`src/rtl/s298_bist_pkg.sv`:
```
// ---------------------------------------------------------------------------
// s298_bist_pkg
// Shared definitions for the s298 response compactor (MISR) block:
//   - default signature width, feedback polynomial, seed and counter width
//   - the session FSM state enum
//   - bit positions of the s298 observation points inside the RESP bus
// No ports; imported by misr_step and s298_misr.
// ---------------------------------------------------------------------------
package s298_bist_pkg;

  // Default signature register geometry.
  // The polynomial is x^16+x^5+x^3+x^2+1 with the implicit x^16 term dropped.
  localparam int          SIG_W = 16;
  localparam logic [15:0] POLY  = 16'h002D;
  localparam logic [15:0] SEED  = 16'hFFFF;
  localparam int          CNT_W = 16;

  // Response bus layout: {G133,G132,G118,G117,G67,G66}, bit0 = G66.
  localparam int RESP_W    = 6;
  localparam int RESP_G66  = 0;
  localparam int RESP_G67  = 1;
  localparam int RESP_G117 = 2;
  localparam int RESP_G118 = 3;
  localparam int RESP_G132 = 4;
  localparam int RESP_G133 = 5;

  // Session FSM: wait for START, compact vectors, report for one cycle.
  typedef enum logic [1:0] {
    IDLE  = 2'd0,
    RUN   = 2'd1,
    CHECK = 2'd2
  } state_e;

endpackage

```
`src/rtl/misr_step.sv`:
```
// ---------------------------------------------------------------------------
// misr_step
// One combinational step of the multiple-input signature register:
// shift left, fold the outgoing MSB back through the feedback polynomial,
// then XOR in the zero-extended circuit response.
// Ports:
//   sig_i   [SIG_W-1:0]   current signature
//   resp_i  [RESP_W-1:0]  circuit response vector
//   next_o  [SIG_W-1:0]   signature after compacting resp_i
// ---------------------------------------------------------------------------
module misr_step
  import s298_bist_pkg::*;
#(
  parameter int               SIG_W = s298_bist_pkg::SIG_W,
  parameter logic [SIG_W-1:0] POLY  = s298_bist_pkg::POLY
) (
  input  logic [SIG_W-1:0]  sig_i,
  input  logic [RESP_W-1:0] resp_i,
  output logic [SIG_W-1:0]  next_o
);

  // The response is narrower than the signature, so it only disturbs the
  // low RESP_W bits; the upper bits see the plain shift/feedback.
  always_comb begin
    next_o = {sig_i[SIG_W-2:0], 1'b0}
           ^ (sig_i[SIG_W-1] ? POLY : '0)
           ^ {{(SIG_W-RESP_W){1'b0}}, resp_i};
  end

endmodule

```
`src/rtl/s298_misr.sv`:
```
// ---------------------------------------------------------------------------
// s298_misr
// Session controller around a MISR that compacts LEN valid s298 response
// vectors into a signature and compares it with a golden value.
// Ports:
//   CK          clock, rising edge
//   RST         synchronous active-high reset
//   START       session start request (only honoured in IDLE)
//   LEN         number of valid vectors to compact, latched at START
//   EXP_SIG     golden signature, latched at START
//   RESP_VALID  RESP carries a vector this cycle
//   RESP        {G133,G132,G118,G117,G67,G66}
//   BUSY        session in progress (RUN or CHECK)
//   DONE        one-cycle completion pulse
//   PASS        final signature matched EXP_SIG; held until next START/RST
//   SIGNATURE   current MISR contents
// ---------------------------------------------------------------------------
module s298_misr
  import s298_bist_pkg::*;
#(
  parameter int               SIG_W = s298_bist_pkg::SIG_W,
  parameter logic [SIG_W-1:0] POLY  = s298_bist_pkg::POLY,
  parameter logic [SIG_W-1:0] SEED  = s298_bist_pkg::SEED,
  parameter int               CNT_W = s298_bist_pkg::CNT_W
) (
  input  logic              CK,
  input  logic              RST,
  input  logic              START,
  input  logic [CNT_W-1:0]  LEN,
  input  logic [SIG_W-1:0]  EXP_SIG,
  input  logic              RESP_VALID,
  input  logic [RESP_W-1:0] RESP,
  output logic              BUSY,
  output logic              DONE,
  output logic              PASS,
  output logic [SIG_W-1:0]  SIGNATURE
);

  state_e             state_q, state_d;
  logic [SIG_W-1:0]   sig_q, sig_d;
  logic [CNT_W-1:0]   cnt_q, cnt_d;
  logic [SIG_W-1:0]   exp_q, exp_d;
  logic               pass_q, pass_d;
  logic [SIG_W-1:0]   stepNext;

  // Signature after compacting the vector on RESP this cycle.
  misr_step #(
    .SIG_W (SIG_W),
    .POLY  (POLY)
  ) uStep (
    .sig_i  (sig_q),
    .resp_i (RESP),
    .next_o (stepNext)
  );

  // State registers. Reset wins over every other input, so a session in
  // flight is simply dropped without a DONE pulse.
  always_ff @(posedge CK) begin
    if (RST) begin
      state_q <= IDLE;
      sig_q   <= SEED;
      cnt_q   <= '0;
      exp_q   <= '0;
      pass_q  <= 1'b0;
    end else begin
      state_q <= state_d;
      sig_q   <= sig_d;
      cnt_q   <= cnt_d;
      exp_q   <= exp_d;
      pass_q  <= pass_d;
    end
  end

  // Next-state logic. Everything holds by default, which is what keeps the
  // final signature and PASS visible in IDLE and makes START/RESP_VALID
  // harmless outside the states that use them.
  always_comb begin
    state_d = state_q;
    sig_d   = sig_q;
    cnt_d   = cnt_q;
    exp_d   = exp_q;
    pass_d  = pass_q;

    unique case (state_q)
      IDLE: begin
        if (START) begin
          sig_d  = SEED;
          cnt_d  = LEN;
          exp_d  = EXP_SIG;
          pass_d = 1'b0;
          if (LEN != '0) begin
            state_d = RUN;
          end else begin
            // Empty session: the seed is the final signature, so the
            // verdict can be formed right away for the CHECK cycle.
            state_d = CHECK;
            pass_d  = (SEED == EXP_SIG);
          end
        end
      end

      RUN: begin
        // cnt_q is never zero here (LEN==0 bypasses RUN), so the decrement
        // cannot wrap even for the all-ones length.
        if (RESP_VALID) begin
          sig_d = stepNext;
          cnt_d = cnt_q - CNT_W'(1);
          if (cnt_q == CNT_W'(1)) begin
            state_d = CHECK;
            pass_d  = (stepNext == exp_q);
          end
        end
      end

      CHECK: begin
        state_d = IDLE;
      end

      default: begin
        state_d = IDLE;
      end
    endcase
  end

  assign BUSY      = (state_q != IDLE);
  assign DONE      = (state_q == CHECK);
  assign PASS      = pass_q;
  assign SIGNATURE = sig_q;

endmodule

```
`config.mk`:
```
export PLATFORM = sky130hd
export DESIGN_NAME = s298_misr
export DESIGN_NICKNAME = d
export VERILOG_FILES = /design/src/rtl/s298_bist_pkg.sv /design/src/rtl/misr_step.sv /design/src/rtl/s298_misr.sv
export SDC_FILE = /design/constraint.sdc
export NUM_CORES = 1
export LEC_CHECK = 0
export ABC_AREA = 1
export BUFFER_PORTS_ARGS = -buffer_cell sky130_fd_sc_hd__buf_2
export CAP_MARGIN = 10
export CORE_UTILIZATION = 30
export DETAILED_ROUTE_END_ITERATION = 16
export PLACE_DENSITY = 0.61
export SLEW_MARGIN = 10
export SYNTH_ARGS = -nofsm -noshare
export SYNTH_HDL_FRONTEND = slang
export SYNTH_HIERARCHICAL = 1
export SYNTH_SLANG_ARGS = --single-unit
export TNS_END_PERCENT = 100
```
`constraint.sdc`:
```
create_clock -name CK -period 1.8 [get_ports CK]
set_input_delay 0.36 -clock CK [delete_from_list [all_inputs] [get_ports CK]]
set_output_delay 0.36 -clock CK [all_outputs]
set_load 0.005 [all_outputs]
```
# After elaboration in Yosys (flattened, before gate mapping)
# Index checks and enable logic that the tools add are counted.
# Widths: inputs -> output; s select.
# word_totals
out_inout_bits,19
input_bits,42
wordCells,41
reg_bits,51
# classes
bitwise_logic,2
n_eq_ne,8
mux,17
reduce_logical,8
add_sub_neg,1
# ops
operator,count
$mux 16,4
$pmux 16 s2,2
$eq 16x1->1 const B,1
$eq 16x16->1,1
$eq 16x16->1 const A,1
$reduce_bool 16->1,1
$sub 16x1->16 const B,1
$xor 16x16->16,1
$xor 16x6->16,1
$mux 2,4
$mux 6,1
$ne 2x2->1 const B,3
$reduce_and 3->1,2
$mux 1,4
$pmux 2 s2,1
$reduce_and 4->1,1
$reduce_bool 2->1,2
$eq 2x1->1 const B,1
$eq 2x2->1 const B,1
$logic_not 2->1,1
$pmux 1 s2,1
$reduce_and 2->1,1

# Depth between registers and ports, before layout
# logic_depth
word_depth,7
depth_mapped,13

# Cells and area by module
# Netlist, hierarchy kept.
# modules_own_cells
mod,cells_per_inst,area_per_inst_um2,instances
s298_misr,442,2758.9,1
misr_step,38,198.9,1

# Worst setup path after synthesis
# Ideal clock, no wire load.
# synth_path
path_kind,flip-flop to flip-flop
from,register sig_q[15] (netlist: SIGNATURE[15])
to,register pass_q (netlist: PASS)
stages_incl_launch_ff,13
required_time_ns,1.730
n_path_buf,0
period_less_slack_ns,1.311
path_slack_ns,0.489
arrival_ns,1.241
path_cell_list,dfxtp_1 -> inv_2 -> nand2_1 -> nand3_1 -> nand2_1 -> inv_1 -> nand2_1 -> nand2_1 -> nor2_1 -> nand2_1 -> nor2_1 -> nand3_1 -> a21oi_1
# synth_via
elab_chain_len,7
# synth_lines
element,line_no,source
"start, declared",s298_misr.sv:40,"logic [SIG_W-1:0] sig_q, sig_d;"
"start signal, assigned",s298_misr.sv:67,sig_q <= sig_d;
$mux 6,misr_step.sv:26,^ (sig_i[SIG_W-1] ? POLY : '0)
$xor 16x16->16,misr_step.sv:26,
$xor 16x6->16,misr_step.sv:27,"^ {{(SIG_W-RESP_W){1'b0}}, resp_i};"
named net stepNext[2],s298_misr.sv:44,logic [SIG_W-1:0] stepNext;
$eq 16x16->1,s298_misr.sv:110,pass_d = (stepNext == exp_q);
$mux 1,s298_misr.sv:108,if (cnt_q == CNT_W'(1)) begin
$mux 1,s298_misr.sv:105,if (RESP_VALID) begin
$pmux 1 s2,s298_misr.sv:84,unique case (state_q)
"end signal, assigned",s298_misr.sv:70,pass_q <= pass_d;
"end, declared",s298_misr.sv:43,"logic pass_q, pass_d;"
# The timed path passes the listed nets, and every way through them passes these cells. The select of a mux whose other input is x is not followed.
# A chain may end at the register's enable or synchronous reset.

# Worst setup path in the final report
# Same ends and word-level chain as after synthesis.

==> out/metrics.csv <==
metric,value,unit
DRT Pass-1 Iters,5,
vias per inst,4.62,
worst path bufs/invs,2,
setup violators final,0,
GRT overflow,0,
H-tree levels,2,
post-synthesis cell count,480,
Final Max Slew Viols,0,
drt drc,0,
vias in the first global route,2766,
first-pass GRT wire length,13.1,mm
CP max stage cell,dfxtp_1,
Worst-path clk slew,0.10,ns
Max clock buf depth,2,
#FFs+latches synth,51,
YS warnings,6,
Worst-Margin Slew,0.419,ns
clk_skew,0.00620,ns
CP max FO,7,
CTS buffer count,5,
clock period minus worst slack,1.55,ns
sequential fraction of the synthesis area,34.5,%
"Cell Area, Synth",2960,µm²
GRT Total Usage,16.1,%
core area,9420,µm²
cell breakdown of the critical path,"inv_2, nand2_1, nand3_1, nand2_1, inv_1, nand2_1, nand2_1, nor2_1, nand2_1, nor2_1, nand3_1, a21oi_1",
total wire length,7.89,mm
outcome,finished clean,
clk_lat worst skew,0.31,ns
Netlist cell types,27,
Max-Cap Viols,0,
syn nets,524,
initial core utilization,31.4,%
root buf cell,clkbuf_8,
Pleak,1.62,nW
reg2reg path depth,12,
"area leader, netlist",dfxtp_1,
Placer Congestion,0.919,
CTS sink count,51,
Placed Area,3330,µm²
WL/cell,12.0,µm
"Top cell by count, worst path",nand2_1,
fraction of layout cells with a size suffix above 1,16.8,%
cell area power density,1350,nW/µm²
FILL cells,1016,
number of port buffers,60,
initial antenna violation count,0,
Post-CTS Setup Bufs,0,
DP Wirelength,6.08,mm
drt initial violations,172,
# IOs,61,
RSZ-0062 raised after global routing,no,
top-area cell type share of the netlist area,34.5,%
cts hold-fix bufs,0,
Die W,101,µm
maximum number of pins on one net before global-route repair,37,
Setup CP Type,flip-flop to flip-flop,
cell count along the critical path,12,
ranking of synthesized cells by area,"dfxtp_1, nand2_1, nor2_1",
Hold Path Depth,3,
nets@finish,572,
Die Span Y,101,µm
Critical Path Max Stage Delay,0.48,ns
sum of negative setup slack,0,ns
"delay-heaviest family, CP",simple AND/OR/NAND/NOR gates,
vias after detailed routing,3037,
"Design Area, Final",3420,µm²
Syn Area/Cell,6.16,µm²
fmax,0.647,GHz
Startpoint Class,flip-flop,
Setup crit end kind,flip-flop,
CTS tree,built,
full die area,10300,µm²
Tcrit/Tclk final,85.8,%
Critical Path AT,1.80,ns
Post-CTS Resized,0,
Rel. slew slack,72.0,%
Peak VDD IR,440,µV
row count,35,
Worst Path Required,2.05,ns
Antenna Cells,0,
Layout area overhead,15.7,%
final hold vios,0,
worst hold path type,primary input to flip-flop,
number of routed nets with antenna violations,0,
-- Yosys cell counts (all sizes together) --
library cell and count:
nand2 148, o211ai 1, inv 60, dfxtp 51, buf 21, or2 2
ha 2, a31oi 1, clkbuf 5, o22ai 18, xnor2 2, a211oi 3
a21oi 36, xor2 4, o21ai 30, nand3 23, nor2 69, nand4 4
-- worst min-delay path, cell delays in order --
cell and delay (ns):
buf_2 0.09, a211oi_1 0.06, nor2_1 0.07
-- report_power, final --
part / total, mW / switching (mW) / internal, mW
Combinational: 2.26 / 1.46 / 0.800
Sequential: 1.64 / 0.251 / 1.39
Clock: 0.697 / 0.417 / 0.281
-- worst paths after layout --
kind | slack, ns | startpoint | to
setup / recovery | 0.25 | SIGNATURE[15] | PASS
hold / removal | 0.29 | LEN[1] | cnt_q[1]
setup reg to reg | 0.25 | SIGNATURE[15] | PASS
hold reg to reg | 0.47 | exp_q[11] | exp_q[11]
-- state kept, by name (all words and copies together), names as in the netlist --
| signal | cells |
|---|---|
| state_q | 2 |
| SIGNATURE | 16 |
| PASS | 1 |
| cnt_q | 16 |
| exp_q | 16 |
-- layer usage --
metal  global-route usage, %  vias up  share of wire, %
met1                    21.0     1347                48
met4                    5.46        0               1.3
met3                    3.17        9               5.5
met2                    26.6       77                45
met5                       0        -                 0
li1                        -     1604                 -
-- cell usage in the layout (no fill, tap or decap), types with 5 or more instances in the layout --
cell and instances:
dfxtp_1 51, clkbuf_8 5, buf_4 5, inv_1 54, buf_2 60, o21ai_0 26, nand3_1 23, nand2_1 146
a21oi_1 36, nor2_1 65, inv_2 6, o22ai_1 18
-- metrics by stage --
step | total power, mW | util, % | hold WS (ns) | worst slack [ns] | instances
floorplan | 3.31 | - | 0.433 | 0.489 | 480
global placement | 3.90 | 35.4 | 0.451 | 0.274 | 650
detailed placement | 3.92 | 35.4 | 0.458 | 0.263 | 650
CTS | 4.62 | 36.4 | 0.295 | 0.229 | 658
global route | 5.07 | 36.4 | 0.297 | 0.00688 | 658
finish | 4.61 | 36.4 | 0.293 | 0.255 | 658
-- layout make-up --
cell class,instances,area (µm²),share of cell area (%)
tap,129,161,4.71
timing repair buffer,67,378,11.0
multi-input combinational,343,1550,45.2
inverter,60,225,6.58
clock inverter,2,16.3,0.475
sequential,51,1020,29.8
clock buffer,6,72.6,2.12
-- cells by family (layout without fill, tap and decap cells) --
group / after synthesis / count (layout) / synth area share, %
adders and majority gates: 2 / 2 / 0.846
xor gates and xnor gates: 6 / 6 / 1.78
DFF: 51 / 51 / 34.5
and+or+nand+nor: 246 / 246 / 33.4
AOI/OAI and AO/OA: 89 / 89 / 16.4
buffers and inverters: 86 / 135 / 13.1
Note: power is estimated with default switching activity, not from simulation.
